--- src/rtl/ktms_afu_track_frzctl_if.sv ---
// Bundle of tracking-freeze control signals: event/write inputs
// and registered status outputs. master drives i_*, slave drives o_*.
interface ktms_afu_track_frzctl_if #(
  parameter int tag_width = 1,
  parameter int cnt_width = 16
);
  logic                 i_err_v;
  logic [tag_width-1:0] i_err_tag;
  logic                 i_cmpl_v;
  logic                 i_wr_v;
  logic                 i_wr_addr;
  logic [0:63]          i_wr_d;
  logic                 o_wr_ack;
  logic                 o_freeze;
  logic [1:0]           o_state;
  logic [tag_width-1:0] o_trig_tag;
  logic [cnt_width-1:0] o_post_rem;
  logic [cnt_width-1:0] o_err_cnt;

  modport master (
    output i_err_v, i_err_tag, i_cmpl_v,
    output i_wr_v, i_wr_addr, i_wr_d,
    input  o_wr_ack, o_freeze, o_state,
    input  o_trig_tag, o_post_rem, o_err_cnt
  );

  modport slave (
    input  i_err_v, i_err_tag, i_cmpl_v,
    input  i_wr_v, i_wr_addr, i_wr_d,
    output o_wr_ack, o_freeze, o_state,
    output o_trig_tag, o_post_rem, o_err_cnt
  );
endinterface

--- src/rtl/ktms_afu_track_frzctl.sv ---
// Freeze controller for AFU tracking memories: arm, trigger on error or
// manual write, count post-trigger completions, then freeze until clear.
// Ports: clk, reset (async, active high), bus (slave modport).
module ktms_afu_track_frzctl #(
  parameter int tag_width = 1,
  parameter int cnt_width = 16
) (
  input  logic                  clk,
  input  logic                  reset,
  ktms_afu_track_frzctl_if.slave bus
);

  typedef enum logic [1:0] {
    S_IDLE   = 2'b00,
    S_ARMED  = 2'b01,
    S_TRIG   = 2'b10,
    S_FROZEN = 2'b11
  } state_t;

  state_t               r_state, w_state_nx;
  logic [tag_width-1:0] r_tag, w_tag_nx;
  logic [cnt_width-1:0] r_rem, w_rem_nx;
  logic [cnt_width-1:0] r_err, w_err_nx;
  logic [cnt_width-1:0] r_n;
  logic                 r_ack;
  logic                 r_freeze;

  logic w_ctl, w_cnt_wr, w_arm, w_clr, w_trig;
  logic w_unused;

  // Write data is big-endian numbered: bit 63 is the LSB.
  assign w_ctl    = bus.i_wr_v & ~bus.i_wr_addr;
  assign w_cnt_wr = bus.i_wr_v &  bus.i_wr_addr;
  assign w_arm    = w_ctl & bus.i_wr_d[63];
  assign w_clr    = w_ctl & bus.i_wr_d[62];
  assign w_trig   = bus.i_err_v | (w_ctl & bus.i_wr_d[61]);
  assign w_unused = ^bus.i_wr_d[0:60];

  always_comb begin
    w_state_nx = r_state;
    w_tag_nx   = r_tag;
    w_rem_nx   = r_rem;
    w_err_nx   = r_err;
    if (bus.i_err_v && (r_err != '1))
      w_err_nx = r_err + 1'b1;
    if (w_clr) begin
      w_state_nx = w_arm ? S_ARMED : S_IDLE;
      w_tag_nx   = '0;
      w_rem_nx   = '0;
      w_err_nx   = '0;
    end else begin
      unique case (r_state)
        S_IDLE: begin
          if (w_arm)
            w_state_nx = S_ARMED;
        end
        S_ARMED: begin
          // Completion in the trigger cycle is not applied to the
          // freshly loaded count.
          if (w_trig) begin
            w_tag_nx = bus.i_err_v ? bus.i_err_tag : '0;
            w_rem_nx = r_n;
            w_state_nx = (r_n == '0) ? S_FROZEN : S_TRIG;
          end
        end
        S_TRIG: begin
          if (bus.i_cmpl_v) begin
            w_rem_nx = r_rem - 1'b1;
            if (r_rem == cnt_width'(1))
              w_state_nx = S_FROZEN;
          end
        end
        S_FROZEN: begin
        end
      endcase
    end
  end

  always_ff @(posedge clk or posedge reset) begin
    if (reset) begin
      r_state  <= S_IDLE;
      r_tag    <= '0;
      r_rem    <= '0;
      r_err    <= '0;
      r_n      <= '0;
      r_ack    <= 1'b0;
      r_freeze <= 1'b0;
    end else begin
      r_state  <= w_state_nx;
      r_tag    <= w_tag_nx;
      r_rem    <= w_rem_nx;
      r_err    <= w_err_nx;
      r_ack    <= bus.i_wr_v;
      r_freeze <= (w_state_nx == S_FROZEN);
      // Old N is already consumed by a coincident trigger.
      if (w_cnt_wr)
        r_n <= bus.i_wr_d[64-cnt_width:63];
    end
  end

  assign bus.o_state    = r_state;
  assign bus.o_trig_tag = r_tag;
  assign bus.o_post_rem = r_rem;
  assign bus.o_err_cnt  = r_err;
  assign bus.o_wr_ack   = r_ack;
  assign bus.o_freeze   = r_freeze;

endmodule

--- src/flat_wrapper.sv ---
// flat-port wrapper written by rule: the top's interface ports become plain ports
module ktms_afu_track_frzctl_flat 
#(
  parameter int tag_width = 1,
  parameter int cnt_width = 16
)
  (clk, reset, bus_i_err_v, bus_i_err_tag, bus_i_cmpl_v, bus_i_wr_v, bus_i_wr_addr, bus_i_wr_d, bus_o_wr_ack, bus_o_freeze, bus_o_state, bus_o_trig_tag, bus_o_post_rem, bus_o_err_cnt);
  ktms_afu_track_frzctl_if #(.tag_width(tag_width), .cnt_width(cnt_width)) bus_i ();
  input  logic clk;
  input  logic reset;
  input wire logic [$bits(bus_i.i_err_v)-1:0] bus_i_err_v;
  input wire logic [$bits(bus_i.i_err_tag)-1:0] bus_i_err_tag;
  input wire logic [$bits(bus_i.i_cmpl_v)-1:0] bus_i_cmpl_v;
  input wire logic [$bits(bus_i.i_wr_v)-1:0] bus_i_wr_v;
  input wire logic [$bits(bus_i.i_wr_addr)-1:0] bus_i_wr_addr;
  input wire logic [$bits(bus_i.i_wr_d)-1:0] bus_i_wr_d;
  output wire logic [$bits(bus_i.o_wr_ack)-1:0] bus_o_wr_ack;
  output wire logic [$bits(bus_i.o_freeze)-1:0] bus_o_freeze;
  output wire logic [$bits(bus_i.o_state)-1:0] bus_o_state;
  output wire logic [$bits(bus_i.o_trig_tag)-1:0] bus_o_trig_tag;
  output wire logic [$bits(bus_i.o_post_rem)-1:0] bus_o_post_rem;
  output wire logic [$bits(bus_i.o_err_cnt)-1:0] bus_o_err_cnt;
  assign bus_i.i_err_v = bus_i_err_v;
  assign bus_i.i_err_tag = bus_i_err_tag;
  assign bus_i.i_cmpl_v = bus_i_cmpl_v;
  assign bus_i.i_wr_v = bus_i_wr_v;
  assign bus_i.i_wr_addr = bus_i_wr_addr;
  assign bus_i.i_wr_d = bus_i_wr_d;
  assign bus_o_wr_ack = bus_i.o_wr_ack;
  assign bus_o_freeze = bus_i.o_freeze;
  assign bus_o_state = bus_i.o_state;
  assign bus_o_trig_tag = bus_i.o_trig_tag;
  assign bus_o_post_rem = bus_i.o_post_rem;
  assign bus_o_err_cnt = bus_i.o_err_cnt;
  ktms_afu_track_frzctl #(.tag_width(tag_width), .cnt_width(cnt_width)) u_core (.clk(clk), .reset(reset), .bus(bus_i));
endmodule
--- config.mk ---
export PLATFORM = sky130hd
export DESIGN_NAME = ktms_afu_track_frzctl_flat
export DESIGN_NICKNAME = d
export VERILOG_FILES = /design/src/rtl/ktms_afu_track_frzctl_if.sv /design/src/rtl/ktms_afu_track_frzctl.sv /design/src/flat_wrapper.sv
export SDC_FILE = /design/constraint.sdc
export NUM_CORES = 1
export LEC_CHECK = 0
export ABC_AREA = 1
export BUFFER_PORTS_ARGS = -buffer_cell sky130_fd_sc_hd__buf_4
export CAP_MARGIN = 10
export CELL_PAD_IN_SITES_DETAIL_PLACEMENT = 1
export CELL_PAD_IN_SITES_GLOBAL_PLACEMENT = 1
export CORE_MARGIN = 4
export CORE_UTILIZATION = 32
export CTS_CLUSTER_DIAMETER = 60
export CTS_CLUSTER_SIZE = 10
export DETAILED_ROUTE_END_ITERATION = 16
export PLACE_DENSITY = 0.75
export SETUP_SLACK_MARGIN = 0.02
export SYNTH_ARGS = -nofsm -noshare
export SYNTH_HDL_FRONTEND = slang
export SYNTH_SLANG_ARGS = --single-unit
--- constraint.sdc ---
create_clock -name clk -period 1.6 [get_ports clk]
set_input_delay 0.16 -clock clk [delete_from_list [all_inputs] [get_ports clk]]
set_output_delay 0.16 -clock clk [all_outputs]
set_load 0.1 [all_outputs]
; Yosys cells after proc, flatten, opt, wreduce, memory -nomap -nowiden
; Index checks and enable logic that the tools add are counted.
[classes]
addsub = 2
n_eq_ne = 7
mux = 18
bitwise_logic = 7
reduce_logical = 9
[op_table]
columns = op, n
row1 = two-way mux 16 bit, 5
row2 = case mux 16 bit (2 select lines), 1
row3 = adder 16 x 1 -> 16 bit (second input constant), 1
row4 = == test 16 x 1 -> 1 bit (second input constant), 1
row5 = zero test 16 bit, 1
row6 = != test 16 bit (second input constant), 1
row7 = subtractor 16 x 1 -> 16 bit (second input constant), 1
row8 = two-way mux 2 bit, 5
row9 = two-way mux 1 bit, 6
row10 = case mux 2 bit (3 select lines), 1
row11 = nonzero test 2 bit, 3
row12 = bitwise AND 1 bit, 5
row13 = == test 2 bit (second input constant), 2
row14 = != test 3 x 1 -> 1 bit (second input constant), 1
row15 = != test 3 x 2 -> 1 bit (second input constant), 1
row16 = AND reduction 3 bit, 1
row17 = nonzero test 3 bit, 1
row18 = == test 2 x 1 -> 1 bit (second input constant), 1
row19 = zero test 2 bit, 1
row20 = AND reduction 2 bit, 1
row21 = logical AND 1 bit, 1
row22 = NOT 1 bit, 1
row23 = OR 1 bit, 1
[word_totals]
ff_bits = 53
inputBits = 71
output_inout_bits = 37
wordCells = 50

; Longest topological paths before layout
; Gate-level depths: netlist of run 1.
[depth]
ltp_word = 8
mapped_depth = 12
ltp_nobuf = 12

; Worst setup path after synthesis of run 1
; OpenSTA, ideal clock, no wires.
[synth_path]
path_type = register to register
start = reg u_core.r_state[0] (netlist: u_core.bus.o_state[0])
end = reg u_core.r_rem[13] (netlist: u_core.bus.o_post_rem[13])
setup_time_ps = 124
arrival_ps = 2327
required_ps = 1476
path_slack_ps = -851
stages_incl_launch_ff = 11
n_path_buf = 1
period_less_slack_ps = 2451
path_cell_list = dfrtp_1 -> inv_1 -> ha_1 -> buf_2 -> inv_2 -> o21a_1 -> nand2_1 -> nand2_1 -> inv_1 -> nand2_1 -> nand2_1
[synth_between]
elab_chain_cells = 3
elab_cells_between_ends = 8
cone_classes = eq/ne: 4 / mux: 2 / reduce/logical: 2
[synth_lines]
columns = item, line
row1 = start: declaration, ktms_afu_track_frzctl.sv:20  ; state_t r_state, w_state_nx;
row2 = start signal: assignment, ktms_afu_track_frzctl.sv:89  ; r_state <= w_state_nx;
row3 = == test 2 x 1 -> 1 bit / == test 2 bit (equally long branches), ktms_afu_track_frzctl.sv:52  ; unique case (r_state)
row4 = != test 3 x 1 -> 1 bit (no line) (tied with other cells), --
row5 = AND reduction 3 bit (no line) / two-way mux 16 bit (equally long branches), --
row6 = end signal: assignment, ktms_afu_track_frzctl.sv:91  ; r_rem <= w_rem_nx;
row7 = end: declaration, ktms_afu_track_frzctl.sv:22  ; logic [cnt_width-1:0] r_rem, w_rem_nx;
; Parallel ways exist; a longest one is shown, timed or not.
; A chain may end at the register's enable or synchronous reset.

; Worst setup path after layout of run 1
[layout_path]
start = reg u_core.r_state[0] (netlist: u_core.bus.o_state[0])
end = reg u_core.r_rem[0] (netlist: u_core.bus.o_post_rem[0])
; The elaborated chain is that of the path after synthesis.

==> flow_summary.toml, run 1 <==
[floorplan]
die_w_um = 108
die_h_um = 108
rows = 36
start_util = 0.328
die_area_mm2 = 0.0117
ios = 108
core_mm2 = 0.00977

[timing]
fin_crit_ps = 1530
setup_ws_ps = 69.3
maxSlewHeadroom = 0.697
drv_slew = 0
rsz0062_at_grt = "true"
fin_crit_sh = 0.957
fmax_mhz = 653
worst_pin_slew_ps = 453
setup_viol = 0
hold_violations = 0
clock-skew-final_ps = 12.6

[synthesis]
async_flop_share = 1.00
synthAdderAreaFrac = 0.0313
synth_top_family_by_area = "simple AND/OR/NAND/NOR gates"
synthesis.area_mm2 = 0.00320
ys_warn_count = 0
synth_ff_type = "dfrtp_1"
yosys.area_share.simple = 0.320
seq_area_frac_synth = 0.414
synth.net_count = 510
synth_cell_types = 33
synth-seq-cells = 53
synth_xor_area_frac = 0.0246
synthCells = 431
synth-compound-area-share = 0.0898
ys_top_cells_by_area = "dfrtp_1 (41%), nand2_1 (15%), nor2_1 (8.1%)"
syn_area_per_cell_um2 = 7.43
synth-edff-count = 0
yosys-mux-area-fraction = 0.0457
yosys.area.top_type = "dfrtp_1"
synth_top_area_share = 0.414

[worst_setup_path]
path_class = "flip-flop to flip-flop"
crit_required_ps = 1830
endpoint_kind = "flip-flop"
cp-start-kind = "flip-flop"
cp.arrival_ps = 1760
path_max_fanout = 8
rrSetupSlack_ps = 70

[detailed_routing]
ant_nets = 0
wl_per_cell_um = 15.8
vias_per_cell = 4.90
wirelength_mm = 10.5
drc_errors = 0
drtIter0Drc = 126
drt-pass1-iter-count = 4
num_vias = 3251

[final_layout]
antennaDiodeCount = 0
stdcell_area_mm2 = 0.00443
drive_gt1_frac = 0.382
final_cell_mix = "nand2_1 (118), buf_4 (94), nor2_1 (57), inv_1 (37), dfrtp_2 (33)"
final_common_cell = "nand2_1"
syn_to_final_growth_pct = 38.2
n_fill_cell = 1258
finalNetCount = 609

[clocking]
cts_tree = "done"
htree_levels = 2
cts_buffer_depth = 2
cts_made_buffers = 5
insertion_delay_ps = 310
cts.root.buffer_cell = "clkbuf_8"
cts.sink_count = 53
path_clk_slew_ps = 100

[placed_design]
pre_cts_ws_ps = -50.7
dpl.hpwl_mm = 7.99
numPortBuffers = 59
placed_cell_area_mm2 = 0.00410
place_congestion = 0.870

[global_routing]
gr-total-overflow = 0
grt_max_degree = 36
grt_pass1_vias = 3476
grtUsageTotal = 0.181
grt_antenna_before_repair = 0
grt_pass1_wl_mm = 16.9

[power]
power.leakage_uw = 0.00203
peakVddDrop_mv = 1.19
pwr_density_cell_mw_per_mm2 = 1950

[hold_path]
hp-class = "input pin to flip-flop"

[outcome]
status = "completed"

[flow_run]
cap_viol_max_count = 0
==> kinds of logic (layout without fill, tap and decap cells) <==
kind of cell	Yosys count	after routing
xor+xnor	9	9
flops	53	53
fa+ha+maj	8	8
compound gates	48	48
mux	13	13
simple gates	244	244
buf+inv	56	156
==> report_power, final <==
| group | switching [uW] | leakage, uW | internal (uW) |
|---|---|---|---|
| Combinational | 4000 | 0.00136 | 1710 |
| Sequential | 435 | 0.000626 | 1720 |
| Clock | 474 | 0.0000450 | 306 |
==> stage by stage <==
step | utilization | hold slack, ps | setup TNS, ps | cells | power (uW)
floorplan | - | 191 | -5880 | 431 | 5910
global route | 0.453 | 49.3 | -159 | 664 | 9240
global placement | 0.420 | 198 | 0 | 645 | 7210
CTS | 0.434 | 53.5 | 0 | 656 | 8280
detailed placement | 0.420 | 207 | -92.4 | 645 | 7370
finish | 0.453 | 67.0 | 0 | 664 | 8640
==> cells in the mapped netlist (2+ instances only) <==
cell type and number:
a21oi_1 4, buf_2 3, clkbuf_1 2, dfrtp_1 53, ha_1 8, inv_1 45, inv_2 2, mux2_2 13
nand2_1 124, nand2_4 2, nand3_1 31, nand3_2 2, nand4_1 5, nor2_1 69, nor2_4 2, nor3_1 8
o211ai_1 5, o21ai_0 14, o21ai_1 10, o21ai_2 3, o21bai_1 3, o22ai_1 4, o31ai_1 2, xnor2_1 4
xor2_1 5
==> critical path, stage by stage, from the launching register on <==
cell and delay [ps]:
dfrtp_2 440, inv_4 100, ha_4 150, inv_4 60, o21a_1 220, nand2_2 90
nand2_4 90, buf_4 160, o21ai_1 140
==> cell type report <==
type | count | area (um2) | area share
multi-input cells | 322 | 1820 | 0.412
flip-flops and latches | 53 | 1370 | 0.309
repair buffers | 99 | 768 | 0.173
inverters | 48 | 208 | 0.0469
well taps | 133 | 166 | 0.0376
clock buffers | 6 | 72.6 | 0.0164
repair inverters | 1 | 11.3 | 0.00254
clock inverters | 2 | 10.0 | 0.00226
==> metal layers <==
metal  up-vias  wire length (um)  track usage
met4         0                93       0.0234
li1       1583                 -            -
met3        10               251       0.0281
met5         -                 0            0
met2        56              5660        0.347
met1      1602              4490        0.218
==> path summary, 6_finish.rpt <==
path                                          start                  endpoint  cells after the start
setup / recovery              u_core.bus.o_state[0]  u_core.bus.o_post_rem[0]                      8
hold / removal                        bus_i_wr_d[0]     u_core.bus.o_state[0]                      3
setup reg to reg              u_core.bus.o_state[0]  u_core.bus.o_post_rem[0]                      8
hold reg to reg            u_core.bus.o_err_cnt[14]  u_core.bus.o_err_cnt[14]                      2
max in group asynchronous                     reset     u_core.bus.o_state[1]                      4
min in group asynchronous                     reset             u_core.r_n[7]                      3
==> state kept, by name, indices dropped and copies added, names as in the netlist <==
register and flops:
u_core.bus.o_trig_tag 1, u_core.bus.o_post_rem 16, u_core.bus.o_state 2, u_core.r_n 16, u_core.bus.o_wr_ack 1, u_core.bus.o_err_cnt 16, u_core.bus.o_freeze 1
==> timing repair <==
item,CTS,global route
resized for setup,9,33
setup endpoints to repair,18,26
pin swaps,0,14
hold endpoints to repair,19,0
buffers inserted,1,7
cloned,0,1
hold buffers,2,0
(Power assumes the default switching activity.)
==> run 2: changes to the inputs <==
--- a/config.mk
+++ b/config.mk
@@ -16,7 +16,7 @@
 export CTS_CLUSTER_SIZE = 10
 export DETAILED_ROUTE_END_ITERATION = 16
 export PLACE_DENSITY = 0.75
-export SETUP_SLACK_MARGIN = 0.02
+export SETUP_SLACK_MARGIN = 0.5
 export SYNTH_ARGS = -nofsm -noshare
 export SYNTH_HDL_FRONTEND = slang
 export SYNTH_SLANG_ARGS = --single-unit
==> run 2 against run 1 <==
Against the previous run:
- largest cell class unchanged
- sequential cell count is the same
- first-iteration DRC count is 15% lower
- critical path depth grew 1
- highest routed layer unchanged
- clock-buffer cell count shrank 1
- critical endpoint is now u_core.bus.o_post_rem[6]
==> flow_summary.toml, run 2 (same netlist as run 1, synthesis figures left out) <==
[detailed_routing]
drtIter0Drc = 107
wl_per_cell_um = 19.4
vias_per_cell = 5.09
drc_errors = 0
ant_nets = 0
num_vias = 3550
wirelength_mm = 13.6
drt-pass1-iter-count = 4

[final_layout]
syn_to_final_growth_pct = 78.0
drive_gt1_frac = 0.538
antennaDiodeCount = 0
final_cell_mix = "nand2_1 (90), buf_4 (55), nor2_1 (52), buf_6 (38), buf_12 (36)"
final_common_cell = "nand2_1"
finalNetCount = 643
stdcell_count = 698

[global_routing]
grtUsageTotal = 0.216
busiest_layer = "met2"
met3_usage = 0.0293
grt_antenna_before_repair = 0
gr-total-overflow = 0
met1_usage = 0.240
grtUsageMet2 = 0.420
grt_pass1_wl_mm = 19.9
grt_max_degree = 54
grt_pass1_vias = 3914

[flow_run]
cap_viol_max_count = 0

[timing]
fmax_mhz = 627
fin_crit_sh = 0.996
fin_crit_ps = 1590
setup_viol = 0
hold_violations = 0
clock-skew-final_ps = 12.8
worst_pin_slew_ps = 362
rsz0062_at_grt = "true"
drv_slew = 0
maxSlewHeadroom = 0.758

[power]
clock_power_share = 0.087
switching_share = 0.526
sequentialPowerShare = 0.205
p_int_uw = 5280
p_total_uw = 11100
pwr_density_cell_mw_per_mm2 = 1950
peakVddDrop_mv = 1.04
switchingPower_uw = 5850
combPwrFrac = 0.708
power.leakage_uw = 0.00256

[placed_design]
place_congestion = 0.883
numPortBuffers = 59
dp_cells = 642
dpl.hpwl_mm = 7.64

[worst_setup_path]
path_buf_inv = 2
path_class = "flip-flop to flip-flop"
crit_path_max_incr_delay_ps = 470
path_max_fanout = 3
rr_startpoint = "u_core.bus.o_post_rem[1]"
worstSetupPathDepth = 9
cp-start-kind = "flip-flop"
endpoint_kind = "flip-flop"
cp_common_cell = "nand2_1"
crit_chain = "inv_4 -> ha_4 -> nand2_4 -> buf_4 -> nor2_2 -> nand2_1 -> nand3_1 -> o211ai_1 -> nand2_1"
rr_endpoint = "u_core.bus.o_post_rem[6]"
rrSetupSlack_ps = 6
critPathSlowestCell = "dfrtp_2"
cp_top_family = "simple AND/OR/NAND/NOR gates"
reg2reg_depth = 9
cp.arrival_ps = 1850
crit_required_ps = 1860

[clocking]
cts_made_buffers = 5
htree_levels = 2
cts_tree = "done"
path_clk_slew_ps = 110
cts.sink_count = 53
cts_buffer_depth = 2
insertion_delay_ps = 320
cts.root.buffer_cell = "clkbuf_8"

[floorplan]
ios = 108
rows = 36
core_mm2 = 0.00977
die_area_mm2 = 0.0117
start_util = 0.328
die_h_um = 108
die_w_um = 108

[outcome]
status = "completed"

[hold_path]
worstHoldEndpoint = "u_core.r_n[9]"
hold_depth = 2
hp-class = "input pin to flip-flop"
worstHoldStart = "bus_i_wr_d[9]"
run 2: timing repair:
action | in CTS | in global routing
cloned | 2 | 0
endpoints found under the hold margin | 54 | 0
setup buffers | 28 | 16
pin swaps | 18 | 32
endpoints found under the setup margin | 73 | 71
gates resized for setup | 202 | 88
hold buffers | 2 | 0
run 2: worst max path at each step:
| stage | start | to | slack (ps) |
|---|---|---|---|
| finish | u_core.bus.o_post_rem[1] | u_core.bus.o_post_rem[6] | 6 |
| global route | u_core.bus.o_post_rem[7] | u_core.bus.o_freeze | -100 |
| floorplan | u_core.bus.o_err_cnt[0] | u_core.bus.o_err_cnt[2] | -240 |
| global placement | u_core.bus.o_post_rem[0] | u_core.bus.o_post_rem[12] | 40 |
| detailed placement | u_core.bus.o_post_rem[1] | u_core.bus.o_post_rem[11] | -60 |
| CTS | u_core.bus.o_post_rem[1] | u_core.bus.o_post_rem[12] | 70 |
run 2: power by group through the flow:
stage	registers, uW	clock network, uW	logic (uW)
after CTS	2240	986	6730
after global routing	2330	1050	8310
after floorplan	3980	0	1940
final	2280	964	7880
after global placement	2160	0	5030
after detailed placement	2180	0	5170
run 2: cell type report:
class | count | area [um2]
timing repair inverter | 1 | 16.3
fill | 1106 | 4070
sequential | 53 | 1370
timing repair buffer | 132 | 1600
tap | 133 | 166
inverter | 48 | 219
clock inverter | 3 | 46.3
clock buffer | 5 | 68.8
multi-input combinational | 323 | 2220
run 2: per-layer routing:
| metal | vias up | share of wire |
|---|---|---|
| li1 | 1651 | - |
| met1 | 1772 | 0.36 |
| met2 | 95 | 0.57 |
| met3 | 32 | 0.035 |
| met4 | 0 | 0.032 |
| met5 | - | 0 |
run 2: per-stage QoR:
step           utilization  setup slack, ps  instance area, um2  TNS (ps)  hold slack, ps
6_report             0.583             5.72                5700         0            68.3
4_1_cts              0.536             73.9                5240         0            61.2
3_5_place_dp         0.418            -59.2                4090     -66.8             267
5_1_grt              0.583            -97.9                5700      -378            60.2
2_1_floorplan            -             -244                3330     -5900             191
3_3_place_gp         0.418             44.0                4090         0             261
